File: config.mk
export PLATFORM = sky130hd
export DESIGN_NAME = uart_rx
export DESIGN_NICKNAME = d
export VERILOG_FILES = /design/src/rtl/uart_rx.sv
export SDC_FILE = /design/constraint.sdc
export NUM_CORES = 1
export LEC_CHECK = 0
export BUFFER_PORTS_ARGS = -buffer_cell sky130_fd_sc_hd__buf_2
export CORE_MARGIN = 3
export CORE_UTILIZATION = 30
export DETAILED_ROUTE_END_ITERATION = 8
export GPL_ROUTABILITY_DRIVEN = 0
export SYNTH_ARGS = -nofsm -noshare
export SYNTH_HDL_FRONTEND = slang
export SYNTH_SLANG_ARGS = --single-unit
File: constraint.sdc
create_clock -name clk -period 3.34 [get_ports clk]
set_clock_uncertainty 0.1 [all_clocks]
set_input_delay 0.668 -clock clk [delete_from_list [all_inputs] [get_ports clk]]
set_output_delay 0.668 -clock clk [all_outputs]
set_load 0.005 [all_outputs]
File: src/rtl/uart_rx.sv
// 8N1 UART receiver: start-edge detection on an oversampling tick, bit-centre
// sampling, one-entry output register with ready/ack handshake and sticky errors.
module uart_rx #(
    parameter int OVERSAMPLE  = 16,
    parameter int SYNC_STAGES = 2
) (
    input  logic       clk,
    input  logic       reset_n,
    input  logic       sample_tick,
    input  logic       serial_in,
    input  logic       read_byte,
    input  logic       clear_errors,
    output logic [7:0] data_out,
    output logic       byte_ready,
    output logic       framing_error,
    output logic       overrun_error,
    output logic       busy,
    output logic [2:0] state_dbg
);
    localparam int CW = $clog2(OVERSAMPLE);
    localparam logic [CW-1:0] HALF_LAST = CW'(OVERSAMPLE / 2 - 1);
    localparam logic [CW-1:0] BIT_LAST  = CW'(OVERSAMPLE - 1);

    typedef enum logic [2:0] {
        S_IDLE      = 3'd0,
        S_START     = 3'd1,
        S_DATA      = 3'd2,
        S_STOP      = 3'd3,
        S_WAIT_HIGH = 3'd4
    } state_t;

    state_t                 state_q, state_d;
    logic [SYNC_STAGES-1:0] sync_q;
    logic [CW-1:0]          sample_cnt_q, sample_cnt_d;
    logic [2:0]             bit_cnt_q, bit_cnt_d;
    logic [7:0]             shift_q, shift_d;
    logic [7:0]             data_q, data_d;
    logic                   ready_q, ready_d;
    logic                   fe_q, fe_d;
    logic                   oe_q, oe_d;
    logic                   rx_s;
    logic                   done_ok;
    logic                   done_fe;

    // Idle-high line: synchroniser resets to 1 so reset release never looks like a start bit.
    always_ff @(posedge clk or negedge reset_n) begin
        if (!reset_n) begin
            sync_q <= '1;
        end else begin
            sync_q <= {sync_q[SYNC_STAGES-2:0], serial_in};
        end
    end

    assign rx_s = sync_q[SYNC_STAGES-1];

    always_ff @(posedge clk or negedge reset_n) begin
        if (!reset_n) begin
            state_q      <= S_IDLE;
            sample_cnt_q <= '0;
            bit_cnt_q    <= '0;
            shift_q      <= '0;
            data_q       <= '0;
            ready_q      <= 1'b0;
            fe_q         <= 1'b0;
            oe_q         <= 1'b0;
        end else begin
            state_q      <= state_d;
            sample_cnt_q <= sample_cnt_d;
            bit_cnt_q    <= bit_cnt_d;
            shift_q      <= shift_d;
            data_q       <= data_d;
            ready_q      <= ready_d;
            fe_q         <= fe_d;
            oe_q         <= oe_d;
        end
    end

    always_comb begin
        state_d      = state_q;
        sample_cnt_d = sample_cnt_q;
        bit_cnt_d    = bit_cnt_q;
        shift_d      = shift_q;
        done_ok      = 1'b0;
        done_fe      = 1'b0;

        if (sample_tick) begin
            case (state_q)
                S_IDLE: begin
                    if (!rx_s) begin
                        state_d      = S_START;
                        sample_cnt_d = '0;
                    end
                end
                S_START: begin
                    if (sample_cnt_q == HALF_LAST) begin
                        // A start bit that is high again at its centre is a glitch, not a frame.
                        if (!rx_s) begin
                            state_d      = S_DATA;
                            sample_cnt_d = '0;
                            bit_cnt_d    = '0;
                        end else begin
                            state_d = S_IDLE;
                        end
                    end else begin
                        sample_cnt_d = sample_cnt_q + CW'(1);
                    end
                end
                S_DATA: begin
                    if (sample_cnt_q == BIT_LAST) begin
                        shift_d      = {rx_s, shift_q[7:1]};
                        sample_cnt_d = '0;
                        bit_cnt_d    = bit_cnt_q + 3'd1;
                        if (bit_cnt_q == 3'd7) begin
                            state_d = S_STOP;
                        end
                    end else begin
                        sample_cnt_d = sample_cnt_q + CW'(1);
                    end
                end
                S_STOP: begin
                    if (sample_cnt_q == BIT_LAST) begin
                        sample_cnt_d = '0;
                        if (rx_s) begin
                            done_ok = 1'b1;
                            state_d = S_IDLE;
                        end else begin
                            done_fe = 1'b1;
                            state_d = S_WAIT_HIGH;
                        end
                    end else begin
                        sample_cnt_d = sample_cnt_q + CW'(1);
                    end
                end
                S_WAIT_HIGH: begin
                    if (rx_s) begin
                        state_d = S_IDLE;
                    end
                end
                default: state_d = S_IDLE;
            endcase
        end
    end

    // Handshake: byte_ready=1 means data_out holds an unread byte; a read_byte
    // pulse consumes it on the next edge unless a new byte lands in that same
    // cycle, in which case the new byte is presented and no overrun is counted.
    always_comb begin
        data_d  = data_q;
        ready_d = ready_q;
        fe_d    = fe_q;
        oe_d    = oe_q;

        if (done_ok) begin
            data_d  = shift_q;
            ready_d = 1'b1;
        end else if (read_byte) begin
            ready_d = 1'b0;
        end

        if (clear_errors) begin
            fe_d = 1'b0;
            oe_d = 1'b0;
        end
        if (done_fe) begin
            fe_d = 1'b1;
        end
        if (done_ok && ready_q && !read_byte) begin
            oe_d = 1'b1;
        end
    end

    assign data_out      = data_q;
    assign byte_ready    = ready_q;
    assign framing_error = fe_q;
    assign overrun_error = oe_q;
    assign busy          = (state_q != S_IDLE);
    assign state_dbg     = state_q;

endmodule
; After elaboration in Yosys (flattened, before gate mapping)
; Cells that the tools add are included.
; Widths: inputs -> output; s select.
[totals]
register_bits = 31
latch_bits = 0
mem_bits_rw = 0
rom_bits = 0
in_bits = 6
mem_count = 0
[classes]
n_addsub = 2
n_mul = 0
div_mod_pow = 0
n_lt_le_gt_ge = 0
n_eq_ne = 14
shift = 0
mux = 30
bitwise_logic = 0
n_reduce_logical = 15
[ops]
columns = operator, n
row1 = $mux 3, 10
row2 = $pmux 3 s5, 1
row3 = $ne 2x2->1 const B, 7
row4 = $mux 1, 13
row5 = $mux 4, 3
row6 = $pmux 4 s3, 1
row7 = $reduce_bool 2->1, 4
row8 = $reduce_and 7->1, 1
row9 = $eq 3x2->1 const B, 2
row10 = $eq 3x3->1 const B, 2
row11 = $pmux 3 s2, 1
row12 = $reduce_bool 3->1, 2
row13 = $reduce_and 5->1, 1
row14 = $add 4x1->4 const B, 1
row15 = $eq 4x3->1 const B, 1
row16 = $eq 4x4->1 const B, 1
row17 = $add 3x1->3 const B, 1
row18 = $eq 3x1->1 const B, 1
row19 = $logic_not 3->1, 1
row20 = $reduce_and 3->1, 1
row21 = $logic_and 1x1->1, 2
row22 = $mux 2, 1
row23 = $reduce_and 2->1, 1
row24 = $reduce_or 2->1, 1
row25 = $logic_not 1->1, 1

; Longest topological paths before layout
[depth]
depth_word = 7
ltp_mapped = 5
mapped_depth_nobuf = 5

; Least setup slack after synthesis
; OpenSTA, ideal clock, no wires.
[synth_timing]
kind = input port to flip-flop
start = input port sample_tick
end = register shift_q[0]
setup_ns = 0.125
t_arrival_ns = 1.684
t_required_ns = 3.115
slack_ns = 1.431
cell_stages = 5
n_path_buf = 2
path_cell_list = buf_4 and4b_4 and3_4 buf_12 mux2_4
[synth_between]
elab_chain_cells = 1
[synth_lines]
columns = element, line_no
row1 = start: declaration, 9  ; input logic sample_tick,
row2 = $reduce_and 3->1 (no source line), -
row3 = end signal: assignment, 70  ; shift_q <= shift_d;
row4 = end: declaration, 36  ; logic [7:0] shift_q, shift_d;
; Every way passes these cells.
; A chain may end at the register's enable or synchronous reset.

; Worst setup path in the final report
[layout_timing]
start = register state_q[0], in the netlist state_dbg[0]
end = output port busy
[layout_between]
elab_chain_cells = 1
[layout_lines]
columns = element, line_no
row1 = start: declaration, 32  ; state_t state_q, state_d;
row2 = start signal: assignment, 67  ; state_q <= state_d;
row3 = $reduce_bool 3->1, 176  ; assign busy = (state_q != S_IDLE);
row4 = end: declaration, 17  ; output logic busy,
; Every way passes these cells.

==> flow_metrics.tcl <==
set metrics [dict create \
    place_hpwl_mm 1.99 \
    die_area_um2 6060 \
    drcViolationCount 0 \
    synthFlopType "dfrtp_1" \
    hold_class "flip-flop to flip-flop" \
    die_w_um 77.9 \
    path_max_fanout 13 \
    final_common_cell "dfrtp_1" \
    min_path_cells 0 \
    place_ws_ps 1310 \
    drv_cap 0 \
    seq_area_um2 778 \
    grt_pass1_wl_mm 4.79 \
    cts_htree_levels 2 \
    synth_cells 120 \
    cp.arrival_ps 1390 \
    detail_route.wl_per_cell_um 13.9 \
    synth.distinct_cells 42 \
    grt_usage_pct 10.1 \
    std_cell_rows 25 \
    final_cell_mix "29 x dfrtp_1, 20 x buf_2, 9 x inv_1, 9 x mux2_2, 8 x mux2_4" \
    worst_r2r_startpoint "sample_cnt_q[0]$_DFFE_PN0P_" \
    slew_viol_final 0 \
    final_cells 207 \
    vdd_drop_max_uv 309 \
    holdPathEnd "sync_q[1]$_DFF_PN1_" \
    hold_start "sync_q[0]$_DFF_PN1_" \
    fin_nets 148 \
    synthArstFlopShare_pct 100 \
    fill_cells 469 \
    holdWs_ps 251 \
    drtPass1Iterations 4 \
    path_class "flip-flop to primary output" \
    pin_count 21 \
    num_antenna_cells 0 \
    synth_edf_count 0 \
    grt_start_max_net_pins 32 \
    root_buffer "clkbuf_8" \
    finalSetupTns_ps 0 \
    r2r_end "shift_q[5]$_DFFE_PN0P_" \
    cts_hold_buffers 0 \
    cts_sinks 31 \
    synth_area_um2 1550 \
    cts_setup_buffers 0 \
    cp_slowest_cell "dfrtp_1" \
    status "finished clean" \
    clkTransAtPathRegs_ps 70 \
    core_um2 4850 \
    tightestPinTransition_ps 673 \
    rsz0062_at_grt "false" \
    worstPathRequired_ps 2570 \
    startpoint_type "flip-flop" \
    grt_overflow 0 \
    clk_path_buf_depth 2 \
    antenna_found_initial 0 \
    path_cells "nor2_1, nand2_1, buf_2" \
    drt_iter0_drc 32 \
    post-route-period-util_pct 64.6 \
    critPathBufInv 1 \
    critPathMaxStageDelay_ps 550 \
    ys_ff_latch 31 \
    synth-seq-area-share_pct 50.2 \
    die_h_um 77.9 \
    end_kind "primary output" \
    cts_tree "done" \
    drt-total-wl_mm 2.88 \
    drive_above_1_share_pct 37.1 \
    p_per_area_nw_per_um2 653 \
    insertion_delay_ps 280 \
    viasPerCell 4.74 \
    cts-buffers-inserted 5 \
    multi_input_area_um2 637 \
    cts-resized-gates 0 \
    area_growth_pct 13.0 \
    hold_viol_final 0 \
    io_buffers 20 \
    grt_pass1_vias 941 \
    start_util_pct 31.9 \
    setup_slack_ps 1180 \
    reg2reg_depth 4 \
    r2r_setup_slack_ps 1400 \
    p_leak_uw 0.000873 \
    stdcell_area_um2 1750 \
    synth.net_count 129 \
    fmax_mhz 463 \
    cpLargestDelayFamily "flip-flops" \
    syn_avg_cell_area_um2 12.9 \
    fin_crit_ps 2160 \
    dpl_cell_area_um2 1630 \
    slew-limit-headroom_pct 55.1 \
    report.final.setup_viol 0 \
    ant_nets 0 \
    route.vias.total 981 \
    yosysWarnings 0 \
    dp.cells 199 \
]
## Yosys cell counts (2+ instances only)
library cell / instances / share of area, %
buf_12: 2 / 2.6
buf_6: 3 / 2.2
o31ai_1: 2 / 0.97
nor2_1: 3 / 0.73
nand3_1: 5 / 1.6
mux2_4: 8 / 7.8
dfrtp_1: 29 / 47
a21oi_1: 2 / 0.65
and3b_1: 2 / 1.1
ha_1: 3 / 2.4
nand2b_1: 3 / 1.2
o22ai_1: 6 / 2.4
a22o_1: 2 / 1.1
mux2_2: 9 / 6.5
dfstp_2: 2 / 3.4
and3_1: 2 / 0.81
inv_1: 9 / 2.2
nand2_1: 4 / 0.97
## metrics by stage
| stage | utilization (%) | total power [uW] |
|---|---|---|
| after global placement | 33.7 | 750 |
| after floorplan | - | 722 |
| after detailed placement | 33.7 | 766 |
| final | 36.1 | 1140 |
| after global routing | 36.1 | 1210 |
| after CTS | 36.1 | 1160 |
## worst max path at each step
stage,to,startpoint,depth (start not counted)
6_report,busy,state_dbg[0]$_DFFE_PN0P_,3
3_3_place_gp,shift_q[5]$_DFFE_PN0P_,sample_tick,4
3_5_place_dp,shift_q[5]$_DFFE_PN0P_,sample_tick,4
5_1_grt,busy,state_dbg[0]$_DFFE_PN0P_,3
2_1_floorplan,shift_q[0]$_DFFE_PN0P_,sample_tick,5
4_1_cts,busy,state_dbg[0]$_DFFE_PN0P_,3
## flip-flops by register name (all words and copies together) (netlist names)
register and cells:
byte_ready 1, shift_q 8, overrun_error 1, data_out 8, sample_cnt_q 4, bit_cnt_q 3, sync_q 2, state_dbg 3
framing_error 1
## cell type report
cell class                      instances  area share [%]
Timing Repair Buffer                   20            5.72
Clock inverter                          2            2.00
Multi-Input combinational cell         72            36.4
Inverter                                9            1.93
Clock buffer                            6            4.72
Sequential cell                        31            44.5
Tap cell                               67            4.79
## worst reg2reg max path, cell delays in order, from the launching register on
cell and delay, ps:
dfrtp_1 400, ha_1 340, and4b_4 330, and3_4 320, mux2_2 350
## where the power goes
part	internal [uW]	switching, uW	total (uW)
Combinational	125	126	251
Sequential	425	87.0	512
Clock	241	139	381
## metal layers
| layer | wire length [um] | GRT usage (%) |
|---|---|---|
| met2 | 1300 | 15.0 |
| met1 | 1400 | 14.0 |
| met3 | 153 | 3.60 |
| met4 | 25 | 2.67 |
| met5 | 0 | 0 |
## logic make-up after synthesis
logic type                 synth area share [%]
AOI/OAI and AO/OA                          9.94
xor gates and xnor gates                  0.566
adders and majority gates                  2.42
buffers and inverters                      8.64
DFF                                        50.2
muxes                                      14.9
and+or+nand+nor                            13.2
Note: power is estimated with default switching activity, not from simulation.
